--- config.mk ---
export PLATFORM = sky130hd
export DESIGN_NAME = dsa_core_dispatch
export DESIGN_NICKNAME = d
export VERILOG_FILES = /design/src/rtl/dsa_core_dispatch.sv
export SDC_FILE = /design/constraint.sdc
export NUM_CORES = 1
export LEC_CHECK = 0
export ABC_CLOCK_PERIOD_IN_PS = 4680
export CAP_MARGIN = 10
export CELL_PAD_IN_SITES_DETAIL_PLACEMENT = 1
export CELL_PAD_IN_SITES_GLOBAL_PLACEMENT = 1
export CORE_AREA = 2 2 225 227
export DETAILED_ROUTE_END_ITERATION = 8
export DIE_AREA = 0 0 227 229
export GPL_TIMING_DRIVEN = 0
export PLACE_DENSITY = 0.58
export SLEW_MARGIN = 10
export SYNTH_ARGS = -nofsm -noshare
export SYNTH_HDL_FRONTEND = slang
export SYNTH_SLANG_ARGS = --single-unit
--- constraint.sdc ---
create_clock -name clk_50 -period 4.68 [get_ports clk_50]
set_clock_uncertainty 0.2 [all_clocks]
set_input_delay 0.702 -clock clk_50 [delete_from_list [all_inputs] [get_ports clk_50]]
set_output_delay 0.702 -clock clk_50 [all_outputs]
set_load 0.01 [all_outputs]
--- src/rtl/dsa_core_dispatch.sv ---
// Dispatcher and sequencer between the control plane, NUM_CORES bilinear cores and the shared BRAMs.
// Owns the output-memory clear engine, the run watchdog, sticky error flags and the perf-counter mux.
module dsa_core_dispatch #(
  parameter int unsigned NUM_CORES   = 3,
  parameter int unsigned AW          = 12,
  parameter int unsigned SEL_W       = 3,
  parameter int unsigned CLEAR_DEPTH = 4096,
  parameter int unsigned TIMEOUT_CYC = 0
) (
  input  logic                    clk_50,
  input  logic                    rst_n,
  input  logic                    start_req,
  input  logic                    clear_req,
  input  logic [SEL_W-1:0]        mode_sel,
  output logic [NUM_CORES-1:0]    core_start,
  output logic [NUM_CORES-1:0]    core_abort,
  input  logic [NUM_CORES-1:0]    core_busy,
  input  logic [NUM_CORES-1:0]    core_done,
  input  logic [NUM_CORES*AW-1:0] core_raddr,
  input  logic [NUM_CORES*AW-1:0] core_waddr,
  input  logic [NUM_CORES*8-1:0]  core_wdata,
  input  logic [NUM_CORES-1:0]    core_we,
  input  logic [NUM_CORES*96-1:0] core_perf,
  output logic [AW-1:0]           mem_in_raddr,
  output logic [AW-1:0]           mem_out_waddr,
  output logic [7:0]              mem_out_wdata,
  output logic                    mem_out_we,
  output logic                    in_we_allow,
  output logic                    busy,
  output logic                    done_latched,
  output logic [SEL_W-1:0]        active_core,
  output logic [31:0]             cycle_count,
  output logic [95:0]             perf_out,
  output logic [1:0]              err_flags
);

  localparam int unsigned NSLOT  = 1 << SEL_W;
  localparam int unsigned PERF_W = 96;
  localparam int unsigned DW     = 8;
  localparam logic [AW-1:0]    CLEAR_LAST = AW'(CLEAR_DEPTH - 1);
  localparam logic [SEL_W:0]   NC_LIM     = (SEL_W+1)'(NUM_CORES);
  localparam logic [31:0]      TO_LAST    = 32'(TIMEOUT_CYC - 1);
  localparam bit               TO_EN      = (TIMEOUT_CYC != 0);

  typedef enum logic [1:0] {
    ST_CLEAR = 2'd0,
    ST_IDLE  = 2'd1,
    ST_RUN   = 2'd2
  } state_t;

  state_t            state_q;
  state_t            state_d;
  logic [AW-1:0]     clear_addr_q;
  logic              start_pend_q;

  // Per-core buses re-packed into slots indexable by the full mode_sel width;
  // slots beyond NUM_CORES read as zero and are never selected.
  logic [AW-1:0]     raddr_s [NSLOT];
  logic [AW-1:0]     waddr_s [NSLOT];
  logic [DW-1:0]     wdata_s [NSLOT];
  logic [PERF_W-1:0] perf_s  [NSLOT];
  logic [NSLOT-1:0]  we_s;
  logic [NSLOT-1:0]  done_s;

  for (genvar i = 0; i < NSLOT; i++) begin : g_slot
    if (i < NUM_CORES) begin : g_core
      assign raddr_s[i] = core_raddr[i*AW +: AW];
      assign waddr_s[i] = core_waddr[i*AW +: AW];
      assign wdata_s[i] = core_wdata[i*DW +: DW];
      assign perf_s[i]  = core_perf[i*PERF_W +: PERF_W];
      assign we_s[i]    = core_we[i];
      assign done_s[i]  = core_done[i];
    end else begin : g_empty
      assign raddr_s[i] = '0;
      assign waddr_s[i] = '0;
      assign wdata_s[i] = '0;
      assign perf_s[i]  = '0;
      assign we_s[i]    = 1'b0;
      assign done_s[i]  = 1'b0;
    end
  end

  // Per-core busy is for the control plane only; sequencing keys off done.
  logic unused_core_busy;
  assign unused_core_busy = ^core_busy;

  logic launch_req;
  logic sel_ok;
  logic done_act;
  logic timeout_hit;

  assign launch_req  = start_req | start_pend_q;
  assign sel_ok      = ({1'b0, mode_sel} < NC_LIM);
  assign done_act    = done_s[active_core];
  assign timeout_hit = TO_EN && (cycle_count == TO_LAST);

  always_ff @(posedge clk_50 or negedge rst_n) begin
    if (!rst_n) state_q <= ST_CLEAR;
    else        state_q <= state_d;
  end

  always_comb begin
    state_d = state_q;
    case (state_q)
      ST_CLEAR: if (clear_addr_q == CLEAR_LAST) state_d = ST_IDLE;
      ST_IDLE: begin
        if (clear_req)                 state_d = ST_CLEAR;
        else if (launch_req && sel_ok) state_d = ST_RUN;
      end
      ST_RUN:  if (done_act || timeout_hit) state_d = ST_IDLE;
      default: state_d = ST_CLEAR;
    endcase
  end

  // Output-memory routing: clear engine owns the port in CLEAR, the locked core in RUN.
  always_comb begin
    busy          = (state_q != ST_IDLE);
    in_we_allow   = (state_q == ST_IDLE);
    mem_in_raddr  = raddr_s[active_core];
    mem_out_waddr = waddr_s[active_core];
    mem_out_wdata = wdata_s[active_core];
    mem_out_we    = 1'b0;
    perf_out      = perf_s[active_core];
    case (state_q)
      ST_CLEAR: begin
        mem_out_waddr = clear_addr_q;
        mem_out_wdata = '0;
        mem_out_we    = 1'b1;
      end
      ST_RUN:  mem_out_we = we_s[active_core];
      default: ;
    endcase
  end

  always_ff @(posedge clk_50 or negedge rst_n) begin
    if (!rst_n) begin
      clear_addr_q <= '0;
      start_pend_q <= 1'b0;
      core_start   <= '0;
      core_abort   <= '0;
      done_latched <= 1'b0;
      active_core  <= '0;
      cycle_count  <= '0;
      err_flags    <= '0;
    end else begin
      core_start <= '0;
      core_abort <= '0;
      case (state_q)
        ST_CLEAR: begin
          clear_addr_q <= (clear_addr_q == CLEAR_LAST) ? '0 : clear_addr_q + AW'(1);
          if (start_req) start_pend_q <= 1'b1;
        end
        ST_IDLE: begin
          if (clear_req) begin
            clear_addr_q <= '0;
            if (start_req) start_pend_q <= 1'b1;
          end else if (launch_req) begin
            start_pend_q <= 1'b0;
            if (sel_ok) begin
              active_core  <= mode_sel;
              core_start   <= NUM_CORES'(1) << mode_sel;
              done_latched <= 1'b0;
              cycle_count  <= '0;
              err_flags    <= '0;
            end else begin
              err_flags[0] <= 1'b1;
            end
          end
        end
        ST_RUN: begin
          if (cycle_count != '1) cycle_count <= cycle_count + 32'd1;
          // A done arriving on the watchdog's last cycle still counts as success.
          if (done_act) begin
            done_latched <= 1'b1;
          end else if (timeout_hit) begin
            core_abort   <= NUM_CORES'(1) << active_core;
            err_flags[1] <= 1'b1;
          end
        end
        default: ;
      endcase
    end
  end

endmodule

Word-level counts from Yosys, hierarchy flattened
Index checks and enable logic that the tools add are counted.
{"block": "word_totals", "ram_bits": 0, "rom_bits": 0, "word_cells": 88, "in_bits": 400, "memories": 0, "latchBits": 0, "ff_bits": 55}
{"block": "op_classes", "n_reduce_logical": 11, "shift": 1, "addsub": 2, "n_mux": 46, "n_bitwise": 3, "n_div": 0, "n_mul": 0, "n_lt_le_gt_ge": 3, "eq_ne": 14}
{"cell": "$bmux W96 S3", "count": 1}
{"cell": "$mux W96", "count": 2}
{"cell": "$mux W32", "count": 4}
{"cell": "$mux W12", "count": 7}
{"cell": "$bmux W12 S3", "count": 2}
{"cell": "$pmux W32 S2", "count": 1}
{"cell": "$add A32 B1 Y32 const B", "count": 1}
{"cell": "$ne A32 B32 Y1 const B", "count": 1}
{"cell": "$bmux W8 S3", "count": 1}
{"cell": "$mux W8", "count": 3}
{"cell": "$pmux W12 S2", "count": 1}
{"cell": "$add A12 B1 Y12 const B", "count": 1}
{"cell": "$eq A12 B12 Y1 const B", "count": 1}
{"cell": "$mux W3", "count": 4}
{"cell": "$mux W1", "count": 10}
{"cell": "$ne A2 B2 Y1 const B", "count": 5}
{"cell": "$reduce_and A5 Y1", "count": 2}
{"cell": "$mux W2", "count": 4}
{"cell": "$bmux W1 S3", "count": 2}
{"cell": "$ne A2 B1 Y1 const B", "count": 3}
{"cell": "$ne A3 B2 Y1 const B", "count": 2}
{"cell": "$pmux W1 S2", "count": 3}
{"cell": "$pmux W2 S3", "count": 1}
{"cell": "$reduce_and A3 Y1", "count": 2}
{"cell": "other kinds (14)", "count": 16}

Depth between registers and ports, before layout
{"block": "logic_depth", "ltp_word": 5, "ltp_mapped": 7, "depth_no_buf": 6}

Least setup slack after synthesis
No wires, ideal clock.
{"block": "synth_path", "path_kind": "register to output", "startpoint": "register active_core[0]", "endpoint": "output port mem_out_waddr[1]", "arrival_ns": 1.702, "required_ns": 3.778, "stages_incl_launch_ff": 7, "setup_slack_ns": 2.076, "cell_sequence": "dfrtp_1 -> clkbuf_1 -> nor2b_1 -> clkbuf_1 -> clkbuf_1 -> a21oi_1 -> o21ai_0"}
{"block": "synth_via", "elab_chain_len": 5}
{"item": "start: declaration", "line_no": "31", "text": "output logic [SEL_W-1:0] active_core,"}
{"item": "start signal: assignment", "line_no": "160", "text": "active_core <= mode_sel;"}
{"item": "$not A3 Y4 (not written as such)", "line_no": "120", "text": "mem_out_waddr = waddr_s[active_core];"}
{"item": "$bmux W12 S3", "line_no": "120"}
{"item": "$mux W12 (not written as such) (2 in a row)", "line_no": "120"}
{"item": "$mux W12", "line_no": "124", "text": "case (state_q)"}
{"item": "end: declaration", "line_no": "25", "text": "output logic [AW-1:0] mem_out_waddr,"}
No other way between the ends. The select of a mux whose other input is x is not followed.

Final worst setup path
{"block": "layout_path", "startpoint": "register active_core[1]", "endpoint": "output port perf_out[37]"}
{"block": "layout_via", "elab_chain_len": 4}
{"item": "$not A3 Y4 (not written as such)", "line_no": "123", "text": "perf_out = perf_s[active_core];"}
{"item": "$bmux W96 S3", "line_no": "123"}
{"item": "$mux W96 (not written as such) (2 in a row)", "line_no": "123"}
{"item": "end: declaration", "line_no": "33", "text": "output logic [95:0] perf_out,"}
No other way between the ends. The select of a mux whose other input is x is not followed.

==> summary.md <==
| Metric | Value |
|---|---|
| Clock Sinks | `55` |
| Leakage power | `4.88 nW` |
| Netlist cell types | `58` |
| Worst Path Required | `3.78 ns` |
| Slowest CP cell | `clkdlybuf4s50_1` |
| CTS buffer count | `5` |
| ANT nets after route | `0` |
| Mapped Area | `6360 µm²` |
| Fill count | `6058` |
| H-tree levels | `2` |
| Worst setup EP type | `primary output` |
| Share of cells above drive strength 1 | `3.46%` |
| Initial antenna violation count | `4` |
| Std cell rows | `82` |
| Critical-path cell list | `clkbuf_1 -> clkbuf_2 -> clkbuf_4 -> mux2i_1 -> nor2_1 -> a21oi_1 -> nor2_1 -> clkdlybuf4s50_1` |
| Die Area | `52000 µm²` |
| Die Y-Extent | `229 µm` |
| First-pass GRT wire length | `70600 µm` |
| Latest clock arrival within the worst-skew pair | `0.31 ns` |
| DRC | `0` |
| Core Util, Final | `26.3%` |
| Pwr Density | `215 nW/µm²` |
| Relative slew slack | `31.0%` |
| Startpoint types | `register` |
| Post-layout nets | `1902` |
| Synth warn | `0` |
| Critical path fanouts, max | `10` |
| Final hold viol count | `0` |
| Fin worst setup slack | `0.324 ns` |
| Post-Syn Area per Cell | `6.89 µm²` |
| Die Width | `227 µm` |
| Routed WL per cell | `23.4 µm` |
| Max-slew violations | `0` |
| DRT Wirelength | `50900 µm` |
| All-layer global routing usage | `18.6%` |
| CTS tree | `built` |
| Number of enable flip-flop cells after synthesis | `0` |
| Worst slew pin tran | `1.03 ns` |
| FMAX | `0.230 GHz` |
| Initial DRC Count | `360` |
| Core area | `49700 µm²` |
| Initial core utilization | `12.8%` |
| Period utilization | `93.1%` |
| Final setup violation count | `0` |
| RSZ-0062 raised after global routing | `no` |
| Synthesized instance count | `923` |
| CTS root buf | `clkbuf_16` |
| Clk buf depth | `2` |
| Post-CTS Setup Bufs | `0` |
| Setup TNS | `0 ns` |
| Dpl hpwl | `43000 µm` |
| Vias in the first global route | `9815` |
| Drt pass-1 iters | `5` |
| Minimum clock period | `4.36 ns` |
| GR Overflow Total | `0` |
| Maxcap violations | `0` |
| Min-delay worst type | `primary input to asynchronous set/reset pin` |
| Vias | `9214` |
| Routability congestion estimate | `0.895` |
| Critical path arrival | `3.45 ns` |
| Most used cell, CP | `nor2_1` |
| Most common flop cell mapped by yosys | `dfrtp_1` |
| Sequential-to-total area share from yosys stat | `21.6%` |
| Largest net degree at the start of global routing | `56` |
| Input/output buffers | `567` |
| Area growth, synth to finish | `105%` |
| I/O pins | `575` |
| Reg clk slew, reported paths | `0.08 ns` |
| Via-to-Cell Ratio | `4.24` |
| Crit path largest cell delay | `0.54 ns` |
| CP Class | `register to primary output` |
| Count of state elements after synthesis | `55` |
| VDD IR max | `0.000175 V` |
| DP Worst Slack | `-0.0929 ns` |
| Run status | `completed` |
| Asr flop ratio synth | `100%` |
-- power by group --
| part | leakage [nW] | switching (W) | internal [W] |
|---|---|---|---|
| combinational | 4.15 | 0.000784 | 0.000890 |
| clock | 0.0669 | 0.000192 | 0.000199 |
| sequential | 0.664 | 0.000162 | 0.000575 |
| total | 4.88 | 0.00114 | 0.00166 |
-- critical path, delay by kind of cell (launching register included) --
kind	cells	cell delay [ns]
DFF	1	0.47
AOI/OAI and AO/OA	1	0.34
buffers and inverters	4	1.85
muxes	1	0.24
and+or+nand+nor	2	0.24
-- cell usage in the layout (no fill, tap or decap), types with 7 or more instances in the layout --
master	count
dfrtp_1	55
buf_2	13
nor2_1	271
nor4_1	7
clkbuf_1	49
nor3_1	12
nand4_1	12
and3_1	9
mux2i_1	134
nand2_1	39
a31oi_1	9
a21oi_1	143
buf_4	8
a211o_1	7
o31ai_1	17
inv_1	10
nand3_1	11
clkdlybuf4s50_1	566
o21ai_0	32
-- kinds of logic after synthesis --
| logic type | share of synthesized area, % |
|---|---|
| compound gates | 22.3 |
| buf+inv | 6.02 |
| mux | 21.1 |
| fa+ha+maj | 0.393 |
| other cells | 0.0589 |
| flops | 21.6 |
| simple gates | 28.6 |
-- final cells by class --
cell class,instances,area (µm²),area share (%)
Clock inverter,2,12.5,0.0960
Tap cell,672,841,6.45
Antenna cell,1,2.50,0.0192
Timing Repair Buffer,567,5670,43.5
Inverter,10,37.5,0.288
Clock buffer,6,129,0.988
Buffer,80,354,2.72
Multi-Input combinational cell,781,4610,35.4
Sequential cell,55,1380,10.6
-- state kept, by name, summed over array words and instances, names as in the netlist --
signal and flops:
state_q 2, start_pend_q 1, core_start 3, err_flags 1
active_core 3, clear_addr_q 12, done_latched 1, cycle_count 32
-- cells in the mapped netlist, types with 5 or more instances --
cell type	count	area, µm²
nor4_1	7	43.8
nand3_1	11	55.1
inv_1	10	37.5
nor2_1	271	1020
nand4_1	12	75.1
o311ai_0	6	52.6
o21ai_0	32	160
a31oi_1	9	56.3
clkbuf_1	53	199
buf_2	14	70.1
buf_1	5	18.8
and3_1	9	56.3
nand2_1	39	146
o31ai_1	17	128
mux2i_1	134	1340
a211o_1	7	61.3
buf_4	7	52.6
a21oi_1	143	716
dfrtp_1	55	1380
nor3_1	12	60.1
-- repair_timing --
item / CTS / global route
pin swaps: 0 / 0
endpoints found under the setup margin: 14 / 1
cloned: 0 / 0
gates resized for setup: 5 / 1
hold buffers: 0 / 0
-- worst paths after layout --
| check | cells past startpoint | start | slack (ns) | endpoint |
|---|---|---|---|---|
| min in group clk_50 | 1 | clear_addr_q[6]$_DFFE_PN0P_ | 0.33 | clear_addr_q[6]$_DFFE_PN0P_ |
| worst min-delay path | 1 | rst_n | 0.27 | cycle_count[23]$_DFFE_PN0P_ |
| worst max-delay path | 8 | active_core[1]$_DFFE_PN0P_ | 0.32 | perf_out[37] |
| worst max register to register | 7 | cycle_count[0]$_DFFE_PN0P_ | 2.04 | cycle_count[15]$_DFFE_PN0P_ |
| max in group asynchronous | 1 | rst_n | 3.51 | cycle_count[27]$_DFFE_PN0P_ |
| worst min register to register | 1 | clear_addr_q[6]$_DFFE_PN0P_ | 0.33 | clear_addr_q[6]$_DFFE_PN0P_ |
-- layer usage --
| metal | track usage, % | vias up | share of wire (%) |
|---|---|---|---|
| li1 | - | 4408 | - |
| met1 | 22.1 | 4428 | 41 |
| met2 | 34.5 | 324 | 51 |
| met3 | 3.36 | 48 | 6.1 |
| met4 | 4.15 | 6 | 2.4 |
| met5 | 0 | - | 0.084 |
-- stage by stage --
step                      hold slack (ns)  instance area, µm²  cells  power, W
after CTS                           0.296               13000   2173   0.00285
after global routing                0.334               13000   2173   0.00298
after global placement              0.312               12900   2165   0.00241
final                               0.273               13000   2174   0.00280
after detailed placement            0.318               12900   2165   0.00243
after floorplan                     0.206                6370    926   0.00133
Power figures use the tool's default switching activity.
